`config.mk`:
```
export PLATFORM = sky130hd
export DESIGN_NAME = lvds_rx_deframer_flat
export DESIGN_NICKNAME = d
export VERILOG_FILES = /design/src/rtl/lvds_rx_deframer_pkg.sv /design/src/rtl/lvds_rx_deframer_if.sv /design/src/rtl/lvds_rx_deframer_fifo.sv /design/src/rtl/lvds_rx_deframer.sv /design/src/flat_wrapper.sv
export SDC_FILE = /design/constraint.sdc
export NUM_CORES = 1
export LEC_CHECK = 0
export ABC_AREA = 1
export CELL_PAD_IN_SITES_DETAIL_PLACEMENT = 0
export CELL_PAD_IN_SITES_GLOBAL_PLACEMENT = 2
export CORE_AREA = 10 10 203 205
export DETAILED_ROUTE_END_ITERATION = 16
export DIE_AREA = 0 0 213 215
export PLACE_DENSITY = 0.57
export SYNTH_ARGS = -nofsm -noshare
export SYNTH_HDL_FRONTEND = slang
export SYNTH_SLANG_ARGS = --single-unit
```
`constraint.sdc`:
```
create_clock -name rx_outclock -period 5.72 [get_ports rx_outclock]
set_input_delay 1.43 -clock rx_outclock [delete_from_list [all_inputs] [get_ports rx_outclock]]
set_output_delay 1.43 -clock rx_outclock [all_outputs]
set_load 0.05 [all_outputs]
```
`src/rtl/lvds_rx_deframer_pkg.sv`:
```
// Shared definitions for the LVDS link: FSM state encoding, default framing
// patterns and the beat-count helper used by both the RX deframer and TX framer.
package lvds_link_pkg;

  typedef enum logic [2:0] {
    ST_IDLE   = 3'd0,
    ST_HUNT   = 3'd1,
    ST_SETTLE = 3'd2,
    ST_SYNC   = 3'd3,
    ST_DATA   = 3'd4
  } link_state_e;

  localparam logic [7:0] TRAIN_PAT_DEF = 8'h35;
  localparam logic [7:0] SYNC_PAT_DEF  = 8'h77;

  function automatic int beats_per_word(input int word_w, input int ser_w);
    return word_w / ser_w;
  endfunction

endpackage

```
`src/rtl/lvds_rx_deframer_if.sv`:
```
// Dequeue handshake between the deframer output buffer and its consumer.
interface lvds_rx_deframer_if #(
  parameter int WORD_W = 32
);
  logic [WORD_W-1:0] deq_rx;
  logic              EN_deq_rx;
  logic              RDY_deq_rx;

  modport master (output deq_rx, output EN_deq_rx, input RDY_deq_rx);
  modport slave  (input deq_rx, input EN_deq_rx, output RDY_deq_rx);
endinterface

```
`src/rtl/lvds_rx_deframer_fifo.sv`:
```
// Generic first-word-fall-through FIFO with synchronous flush; head reads as 0 when empty.
module lvds_sync_fifo #(
  parameter int WIDTH = 32,
  parameter int DEPTH = 4
) (
  input  logic             clk,
  input  logic             rst_n,
  input  logic             flush,
  input  logic             wr_en,
  input  logic [WIDTH-1:0] wr_data,
  input  logic             rd_en,
  output logic [WIDTH-1:0] rd_data,
  output logic             full,
  output logic             empty
);
  localparam int PTR_W = $clog2(DEPTH);

  logic [WIDTH-1:0] mem_q [DEPTH];
  logic [WIDTH-1:0] mem_d [DEPTH];
  logic [PTR_W-1:0] wr_ptr_q, wr_ptr_d, rd_ptr_q, rd_ptr_d;
  logic [PTR_W:0]   cnt_q, cnt_d;
  logic             wr_ok_s, rd_ok_s;

  assign full    = (cnt_q == (PTR_W+1)'(DEPTH));
  assign empty   = (cnt_q == '0);
  assign rd_ok_s = rd_en && !empty;
  // A full FIFO still accepts a write when the head leaves in the same cycle.
  assign wr_ok_s = wr_en && (!full || rd_ok_s);
  assign rd_data = empty ? '0 : mem_q[rd_ptr_q];

  // Next-state for storage, pointers and occupancy.
  always_comb begin
    mem_d    = mem_q;
    wr_ptr_d = wr_ptr_q;
    rd_ptr_d = rd_ptr_q;
    cnt_d    = cnt_q;
    if (flush) begin
      wr_ptr_d = '0;
      rd_ptr_d = '0;
      cnt_d    = '0;
    end else begin
      if (wr_ok_s) begin
        mem_d[wr_ptr_q] = wr_data;
        wr_ptr_d        = wr_ptr_q + PTR_W'(1);
      end else begin
        wr_ptr_d = wr_ptr_q;
      end
      if (rd_ok_s) begin
        rd_ptr_d = rd_ptr_q + PTR_W'(1);
      end else begin
        rd_ptr_d = rd_ptr_q;
      end
      case ({wr_ok_s, rd_ok_s})
        2'b10:   cnt_d = cnt_q + (PTR_W+1)'(1);
        2'b01:   cnt_d = cnt_q - (PTR_W+1)'(1);
        default: cnt_d = cnt_q;
      endcase
    end
  end

  // FIFO state registers.
  always_ff @(posedge clk or negedge rst_n) begin
    if (!rst_n) begin
      mem_q    <= '{default: '0};
      wr_ptr_q <= '0;
      rd_ptr_q <= '0;
      cnt_q    <= '0;
    end else begin
      mem_q    <= mem_d;
      wr_ptr_q <= wr_ptr_d;
      rd_ptr_q <= rd_ptr_d;
      cnt_q    <= cnt_d;
    end
  end

endmodule

```
`src/rtl/lvds_rx_deframer.sv`:
```
// LVDS receive deframer: bitslip training, sync-word hunt, MSB-beat-first word
// assembly with idle filtering, and a buffered EN/RDY dequeue with drop accounting.
module lvds_rx_deframer
  import lvds_link_pkg::*;
#(
  parameter int              SER_W        = 8,
  parameter int              WORD_W       = 32,
  parameter int              FIFO_DEPTH   = 4,
  parameter logic [SER_W-1:0] TRAIN_PAT   = TRAIN_PAT_DEF,
  parameter logic [SER_W-1:0] SYNC_PAT    = SYNC_PAT_DEF,
  parameter int              SLIP_WAIT    = 3,
  parameter int              SETTLE_CYC   = 6,
  parameter int              VALID_FILTER = 1
) (
  input  logic               rx_outclock,
  input  logic               reset_n,
  input  logic               rx_locked,
  input  logic [SER_W-1:0]   rx_out,
  output logic               rx_data_align,
  output logic               align_done,
  output logic [7:0]         drop_count,
  output logic [2:0]         state_dbg,
  lvds_rx_deframer_if.master deq
);
  localparam int               BEATS     = beats_per_word(WORD_W, SER_W);
  localparam int               BEAT_W    = $clog2(BEATS);
  localparam int               WAIT_W    = $clog2(SLIP_WAIT + 2);
  localparam int               SET_W     = $clog2(SETTLE_CYC + 1);
  localparam logic [BEAT_W-1:0] LAST_BEAT = BEAT_W'(BEATS - 1);

  link_state_e       state_q, state_d;
  logic [WAIT_W-1:0] wait_q, wait_d;
  logic [SET_W-1:0]  settle_q, settle_d;
  logic [BEAT_W-1:0] beat_q, beat_d;
  logic [WORD_W-1:0] word_q, word_d;
  logic              align_q, align_d;
  logic              done_q, done_d;
  logic [7:0]        drop_q, drop_d;
  logic [1:0]        rst_sync_q, rst_sync_d;
  logic              rst_n_s, push_s, drop_s, en_s, full_s, empty_s;
  logic [WORD_W-1:0] word_asm_s, head_s;

  // Reset asserts immediately but is released on a clock edge.
  assign rst_sync_d = {rst_sync_q[0], 1'b1};
  assign rst_n_s    = rst_sync_q[1];

  // Release synchroniser for the external reset.
  always_ff @(posedge rx_outclock or negedge reset_n) begin
    if (!reset_n) begin
      rst_sync_q <= 2'b00;
    end else begin
      rst_sync_q <= rst_sync_d;
    end
  end

  // Beats shift in from the bottom, so beat 0 ends up in the top slice.
  assign word_asm_s = {word_q[WORD_W-SER_W-1:0], rx_out};
  assign push_s     = rx_locked && (state_q == ST_DATA) && (beat_q == LAST_BEAT) &&
                      ((VALID_FILTER == 0) || word_asm_s[WORD_W-1]);
  assign en_s       = !empty_s && deq.RDY_deq_rx;
  assign drop_s     = push_s && full_s && !en_s;

  // Link FSM next-state and counter updates.
  always_comb begin
    state_d  = state_q;
    wait_d   = wait_q;
    settle_d = settle_q;
    beat_d   = beat_q;
    word_d   = word_q;
    align_d  = 1'b0;
    done_d   = done_q;
    if (!rx_locked) begin
      state_d  = ST_IDLE;
      wait_d   = '0;
      settle_d = '0;
      beat_d   = '0;
      word_d   = '0;
      done_d   = 1'b0;
    end else begin
      case (state_q)
        ST_IDLE: state_d = ST_HUNT;
        ST_HUNT: begin
          if (wait_q != '0) begin
            wait_d = wait_q - WAIT_W'(1);
          end else if (rx_out == TRAIN_PAT) begin
            state_d  = ST_SETTLE;
            settle_d = '0;
          end else begin
            // One count covers the pulse cycle itself, the rest are quiet cycles.
            align_d = 1'b1;
            wait_d  = WAIT_W'(SLIP_WAIT + 1);
          end
        end
        ST_SETTLE: begin
          if (settle_q == SET_W'(SETTLE_CYC - 1)) begin
            state_d = ST_SYNC;
            done_d  = 1'b1;
          end else begin
            settle_d = settle_q + SET_W'(1);
          end
        end
        ST_SYNC: begin
          if (rx_out == SYNC_PAT) begin
            state_d = ST_DATA;
            beat_d  = '0;
            word_d  = '0;
          end else begin
            state_d = ST_SYNC;
          end
        end
        ST_DATA: begin
          word_d = word_asm_s;
          if (beat_q == LAST_BEAT) begin
            beat_d = '0;
          end else begin
            beat_d = beat_q + BEAT_W'(1);
          end
        end
        default: state_d = ST_IDLE;
      endcase
    end
  end

  // Saturating count of words lost to a full buffer; survives loss of lock.
  always_comb begin
    if (drop_s && (drop_q != 8'hFF)) begin
      drop_d = drop_q + 8'd1;
    end else begin
      drop_d = drop_q;
    end
  end

  // Control and output registers.
  always_ff @(posedge rx_outclock or negedge rst_n_s) begin
    if (!rst_n_s) begin
      state_q  <= ST_IDLE;
      wait_q   <= '0;
      settle_q <= '0;
      beat_q   <= '0;
      word_q   <= '0;
      align_q  <= 1'b0;
      done_q   <= 1'b0;
      drop_q   <= 8'd0;
    end else begin
      state_q  <= state_d;
      wait_q   <= wait_d;
      settle_q <= settle_d;
      beat_q   <= beat_d;
      word_q   <= word_d;
      align_q  <= align_d;
      done_q   <= done_d;
      drop_q   <= drop_d;
    end
  end

  lvds_sync_fifo #(
    .WIDTH (WORD_W),
    .DEPTH (FIFO_DEPTH)
  ) u_fifo (
    .clk     (rx_outclock),
    .rst_n   (rst_n_s),
    .flush   (!rx_locked),
    .wr_en   (push_s),
    .wr_data (word_asm_s),
    .rd_en   (en_s),
    .rd_data (head_s),
    .full    (full_s),
    .empty   (empty_s)
  );

  assign deq.deq_rx    = head_s;
  assign deq.EN_deq_rx = en_s;
  assign rx_data_align = align_q;
  assign align_done    = done_q;
  assign drop_count    = drop_q;
  assign state_dbg     = state_q;

endmodule

```
`src/flat_wrapper.sv`:
```
// flat-port wrapper written by rule: the top's interface ports become plain ports
module lvds_rx_deframer_flat import lvds_link_pkg::*;
#(
  parameter int              SER_W        = 8,
  parameter int              WORD_W       = 32,
  parameter int              FIFO_DEPTH   = 4,
  parameter logic [SER_W-1:0] TRAIN_PAT   = TRAIN_PAT_DEF,
  parameter logic [SER_W-1:0] SYNC_PAT    = SYNC_PAT_DEF,
  parameter int              SLIP_WAIT    = 3,
  parameter int              SETTLE_CYC   = 6,
  parameter int              VALID_FILTER = 1
)
  (rx_outclock, reset_n, rx_locked, rx_out, rx_data_align, align_done, drop_count, state_dbg, deq_deq_rx, deq_EN_deq_rx, deq_RDY_deq_rx);
  lvds_rx_deframer_if #(.WORD_W(WORD_W)) deq_i ();
  input  logic rx_outclock;
  input  logic reset_n;
  input  logic rx_locked;
  input  logic [SER_W-1:0] rx_out;
  output logic rx_data_align;
  output logic align_done;
  output logic [7:0] drop_count;
  output logic [2:0] state_dbg;
  output wire logic [$bits(deq_i.deq_rx)-1:0] deq_deq_rx;
  output wire logic [$bits(deq_i.EN_deq_rx)-1:0] deq_EN_deq_rx;
  input wire logic [$bits(deq_i.RDY_deq_rx)-1:0] deq_RDY_deq_rx;
  assign deq_deq_rx = deq_i.deq_rx;
  assign deq_EN_deq_rx = deq_i.EN_deq_rx;
  assign deq_i.RDY_deq_rx = deq_RDY_deq_rx;
  lvds_rx_deframer #(.SER_W(SER_W), .WORD_W(WORD_W), .FIFO_DEPTH(FIFO_DEPTH), .TRAIN_PAT(TRAIN_PAT), .SYNC_PAT(SYNC_PAT), .SLIP_WAIT(SLIP_WAIT), .SETTLE_CYC(SETTLE_CYC), .VALID_FILTER(VALID_FILTER)) u_core (.rx_outclock(rx_outclock), .reset_n(reset_n), .rx_locked(rx_locked), .rx_out(rx_out), .rx_data_align(rx_data_align), .align_done(align_done), .drop_count(drop_count), .state_dbg(state_dbg), .deq(deq_i));
endmodule
```
# Word level (Yosys, flattened, before mapping)

Index checks and enable logic that the tools add are counted.

Latch bits: 0
Output and inout port bits: 46
Word-level logic and storage cells: 121
Flip-flop bits (word level): 182
Bits in writable memories: 0
ROM bits: 0
Memories: 0

$mul: 0
Reductions and logical operators: 23
Magnitude comparators: 3
Div/mod/pow operators: 0
Muxes and demuxes: 42
Add/subtract/negate cells: 8
Bitwise gates (word level): 2
Shift operators: 0
Equality and inequality tests: 27

Operators by type and width:

| operator                                                                | number |
|---|---|
| 128-bit bitwise mux                                                     | 1 |
| 32-bit 2-to-1 mux                                                       | 4 |
| 32-bit binary-select mux with 2-bit select                              | 1 |
| 32-bit demux with 2-bit select                                          | 1 |
| 24-bit 2-to-1 mux                                                       | 2 |
| 24-bit case mux with 2 select lines                                     | 1 |
| 3-bit 2-to-1 mux                                                        | 14 |
| 3-bit case mux with 5 select lines                                      | 1 |
| 2-bit 2-to-1 mux                                                        | 7 |
| 3-bit by 2-bit inequality test with 1-bit output, second input constant | 4 |
| 3-bit case mux with 2 select lines                                      | 2 |
| 1-bit logical AND                                                       | 10 |
| 2-bit by 1-bit inequality test with 1-bit output, second input constant | 5 |
| 3-bit equality test, second input constant                              | 3 |
| 3-bit by 1-bit inequality test with 1-bit output, second input constant | 3 |
| 8-bit by 1-bit adder with 8-bit output, second input constant           | 1 |
| 8-bit by 6-bit equality test with 1-bit output, second input constant   | 1 |
| 8-bit by 7-bit equality test with 1-bit output, second input constant   | 1 |
| 8-bit inequality test, second input constant                            | 1 |
| 2-bit AND reduction                                                     | 4 |
| 4-bit AND reduction                                                     | 2 |
| 1-bit 2-to-1 mux                                                        | 7 |
| 2-bit by 1-bit adder with 2-bit output, second input constant           | 3 |
| 3-bit by 1-bit adder with 3-bit output, second input constant           | 2 |
| other kinds (15)                                                        | 24 |

# Depth between registers and ports, before layout

Depth in word-level cells: 9
Mapped depth: 11
Depth with buffers taken out: 11

# Hierarchy

A second synthesis with hierarchy kept.

Cells, all modules: 1,054
Area total of the unflattened synthesis: 8,735.9 sq um

Modules (own cells, without submodules):

| module           | sequential area each (sq um) | instances | area an instance (sq um) | cells an instance |
|---|---|---|---|---|
| lvds_sync_fifo   | 3,378.2                      | 1         | 6,497.5                  | 793 |
| lvds_rx_deframer | 1,176.1                      | 1         | 2,238.4                  | 261 |

# Worst setup path before layout

OpenSTA, ideal clock, no wires.

Path type: input -> output
Start point: input deq_RDY_deq_rx
End point: output deq_EN_deq_rx
Path slack: 2,053 ps
Data arrival time: 2,237 ps
Required time: 4,290 ps
Path buffers: 0
Stages on the path: 2
Path through: inv_1 > nor2_1

Longest elaborated chain between the ends: 1

Ends and longest elaborated chain:

| what              | line                   | RTL |
|---|---|---|
| from (decl)       | flat_wrapper.sv:25     | `input wire logic [$bits(deq_i.RDY_deq_rx)-1:0] deq_RDY_deq_rx;` |
| 1-bit logical AND | lvds_rx_deframer.sv:60 | `assign en_s = !empty_s && deq.RDY_deq_rx;` |
| to (decl)         | flat_wrapper.sv:24     | `output wire logic [$bits(deq_i.EN_deq_rx)-1:0] deq_EN_deq_rx;` |

No other way between the ends.

# Final worst setup path

Same ends and word-level chain as after synthesis.

==> out/summary.txt <==
Most common cell after layout, fill and taps aside = nand2_1
Outcome = complete, no violations
Final WL = 25300 µm
Crit path top cell by count = clkdlybuf4s50_1
Synth async-reset ratio = 100%
Clk pin slew, worst setup/hold paths = 0.06 ns
Largest stage delay, worst path = 0.87 ns
Net count of the mapped netlist = 985
Layout cell share with drive strength beyond 1 = 12.3%
Clock latency on the worst-skew pair = 0.44 ns
Post-Syn Instances = 963
CTS Buf Count = 17
Largest net degree at the start of global routing = 69
Main combinational cell family by area after synthesis = compound AO/OA/AOI/OAI gates
Finished Core Util = 26.7%
Post-synth EDFFs = 0
Slowest CP cell = clkdlybuf4s50_1
RePlAce Congestion = 0.731
Vias in the first global route = 6485
Crit start category = primary input
Pins Over Slew Limit = 0
Core Region = 37200 µm²
Final nets = 1015
Area leader, netlist = dfrtp_1
Adder-cell share of the synthesized area = 1.57%
Setup TNS = 0 ns
Drt first pass iters = 4
First-pass GRT wire length = 40700 µm
FP Rows = 71
Post-Synth XOR/XNOR Area = 0.930%
Initial Utilization = 22.8%
Grt ovf = 0
Initial antenna violation count = 0
Clock root buffer = clkbuf_16
Top FF cell, synth = dfrtp_1
IO Pins = 58
Actual slew at the worst max-slew pin = 0.954 ns
Max-Cap Viols = 0
Hold Path Class = flip-flop to flip-flop
Mux contribution to synthesized area = 0.118%
Library cells used by synthesis = 35
Area grow syn2layout = 17.2%
Worst IR Drop VDD = 0.216 mV
Register area share after synthesis = 53.7%
DR WL/cell = 17.1 µm
Synth warn = 0
Die area = 45800 µm²
Sink Count = 182
Die width = 213 µm
Routed via count = 6347
Worst path cell trace = clkdlybuf4s50_1 -> inv_1 -> nor2_1 -> clkdlybuf4s50_1
Max Buffers Root-to-Sink = 2
RSZ-0062 raised after global routing = false
Setup Viol. Count Final = 0
Post-cts sizing count = 0
Kind of critical path = primary input to output port
Ant diodes = 0
Final antenna-violating net count = 0
Fin crit period = 4.52 ns
Peak Freq = 221 MHz
Die height = 215 µm
Htree depth = 4
Port bufs = 57
Power Dens Cells = 373 nW/µm²
Syn Area/Cell = 8.80 µm²
Post-CTS Setup Bufs = 0
Worst endpoint required time = 4.29 ns
Worst rel slew slack = 36.4%
Vias per inst = 4.29
DP HPWL = 15400 µm
Synth top area share = 53.7%
Drt drc = 0
Synth area leaders = dfrtp_1 (54%), nand2_1 (9.8%), o21ai_0 (8.7%)
Total global-route track usage = 11.6%
Yosys reg bits = 182
Hold buffer count at cts = 0
Worst setup EP type = output port
Mapped cell area = 8470 µm²
Compound-Gate Fraction of Synth Area = 19.9%
Crit-path max FO = 4
DR iter-0 viols = 426
Synth Area in Simple Gates = 15.1%
CTS tree = done
Worst Skew = 0.00964 ns
Final period util = 79.1%
Most frequent cells in the layout = nand2_1 (222), dfrtp_1 (180), o21ai_0 (147)
CP arrival = 3.09 ns
Lkg Pwr = 4.66 nW
Final Hold Viols = 0
-- worst max-delay path, delay by kind of cell --
kind	cells	cell delay (ns)
AND/OR/NAND/NOR	1	0.24
buffers and inverters	3	1.43
-- where the power goes --
part / internal [mW] / leakage [nW] / total [mW] / switching (mW)
Combinational: 0.277 / 2.18 / 1.09 / 0.810
Clock: 0.729 / 0.290 / 1.26 / 0.526
Sequential: 1.32 / 2.19 / 1.36 / 0.0438
-- synthesized netlist by cell type (2+ instances only) --
library cell / count
buf_1: 4
or2_2: 2
inv_4: 2
clkbuf_1: 24
nand3_1: 31
buf_4: 8
o21ai_0: 147
nor3_1: 4
dfrtp_1: 182
nor2_1: 13
inv_2: 2
nand2_1: 222
nand4_1: 3
inv_1: 106
o21ai_1: 11
o21ai_2: 34
buf_6: 8
ha_1: 9
nor2_2: 2
nor2_8: 5
o22ai_1: 14
xnor2_1: 8
buf_2: 11
a21oi_1: 100
-- sequential cells by signal, indices dropped and copies added (netlist names) --
name                    count
u_core.word_q              24
u_core.drop_count           8
u_core.u_fifo.cnt_q         3
u_core.state_dbg            3
u_core.wait_q               3
u_core.settle_q             3
u_core.beat_q               2
u_core.rst_sync_q           2
u_core.rx_data_align        1
u_core.u_fifo.mem_q       128
u_core.u_fifo.wr_ptr_q      2
u_core.u_fifo.rd_ptr_q      2
u_core.align_done           1
-- area by class of cell --
class | count | area, µm²
inverters | 111 | 422
multi-input cells | 615 | 3190
clock inverters | 8 | 123
well taps | 474 | 593
fillers | 4018 | 27300
repair buffers | 66 | 558
flip-flops and latches | 182 | 4560
clock buffers | 22 | 484
-- cell families after synthesis --
kind of cell	after synthesis
xor gates and xnor gates	9
DFF	182
adders and majority gates	10
buffers and inverters	166
AOI/OAI and AO/OA	307
and+or+nand+nor	287
muxes	1
other	1
-- routing by layer --
layer | vias to the layer above | global-route usage [%] | share of wire [%]
met5 | - | 0 | 0
met4 | 0 | 3.09 | 0.96
met3 | 13 | 2.82 | 3.7
met2 | 67 | 17.7 | 46
met1 | 3058 | 16.1 | 49
li1 | 3209 | - | -
-- worst paths after layout --
path                                        startpoint                        end  slack, ns  cells past startpoint
worst min register to register    u_core.rst_sync_q[0]       u_core.rst_sync_q[1]       0.35                      0
worst max-delay path                    deq_RDY_deq_rx              deq_EN_deq_rx       1.20                      4
max in group asynchronous         u_core.rst_sync_q[1]  u_core.u_fifo.rd_ptr_q[0]       3.81                      1
worst min-delay path              u_core.rst_sync_q[0]       u_core.rst_sync_q[1]       0.35                      0
worst max register to register  u_core.u_fifo.cnt_q[0]     u_core.u_fifo.cnt_q[2]       3.29                     12
min in group asynchronous         u_core.rst_sync_q[1]           u_core.wait_q[0]       0.43                      0
-- per-stage QoR --
step	instance area, µm²	hold slack (ns)	setup WS, ns	cells	total power, mW
global placement	9330	0.334	1.22	1448	2.52
finish	9930	0.348	1.20	1478	3.70
CTS	9930	0.351	1.17	1478	3.79
global route	9930	0.373	1.11	1478	3.92
floorplan	8470	0.331	0.273	963	2.11
detailed placement	9330	0.336	1.18	1448	2.51
(Power assumes the default switching activity.)
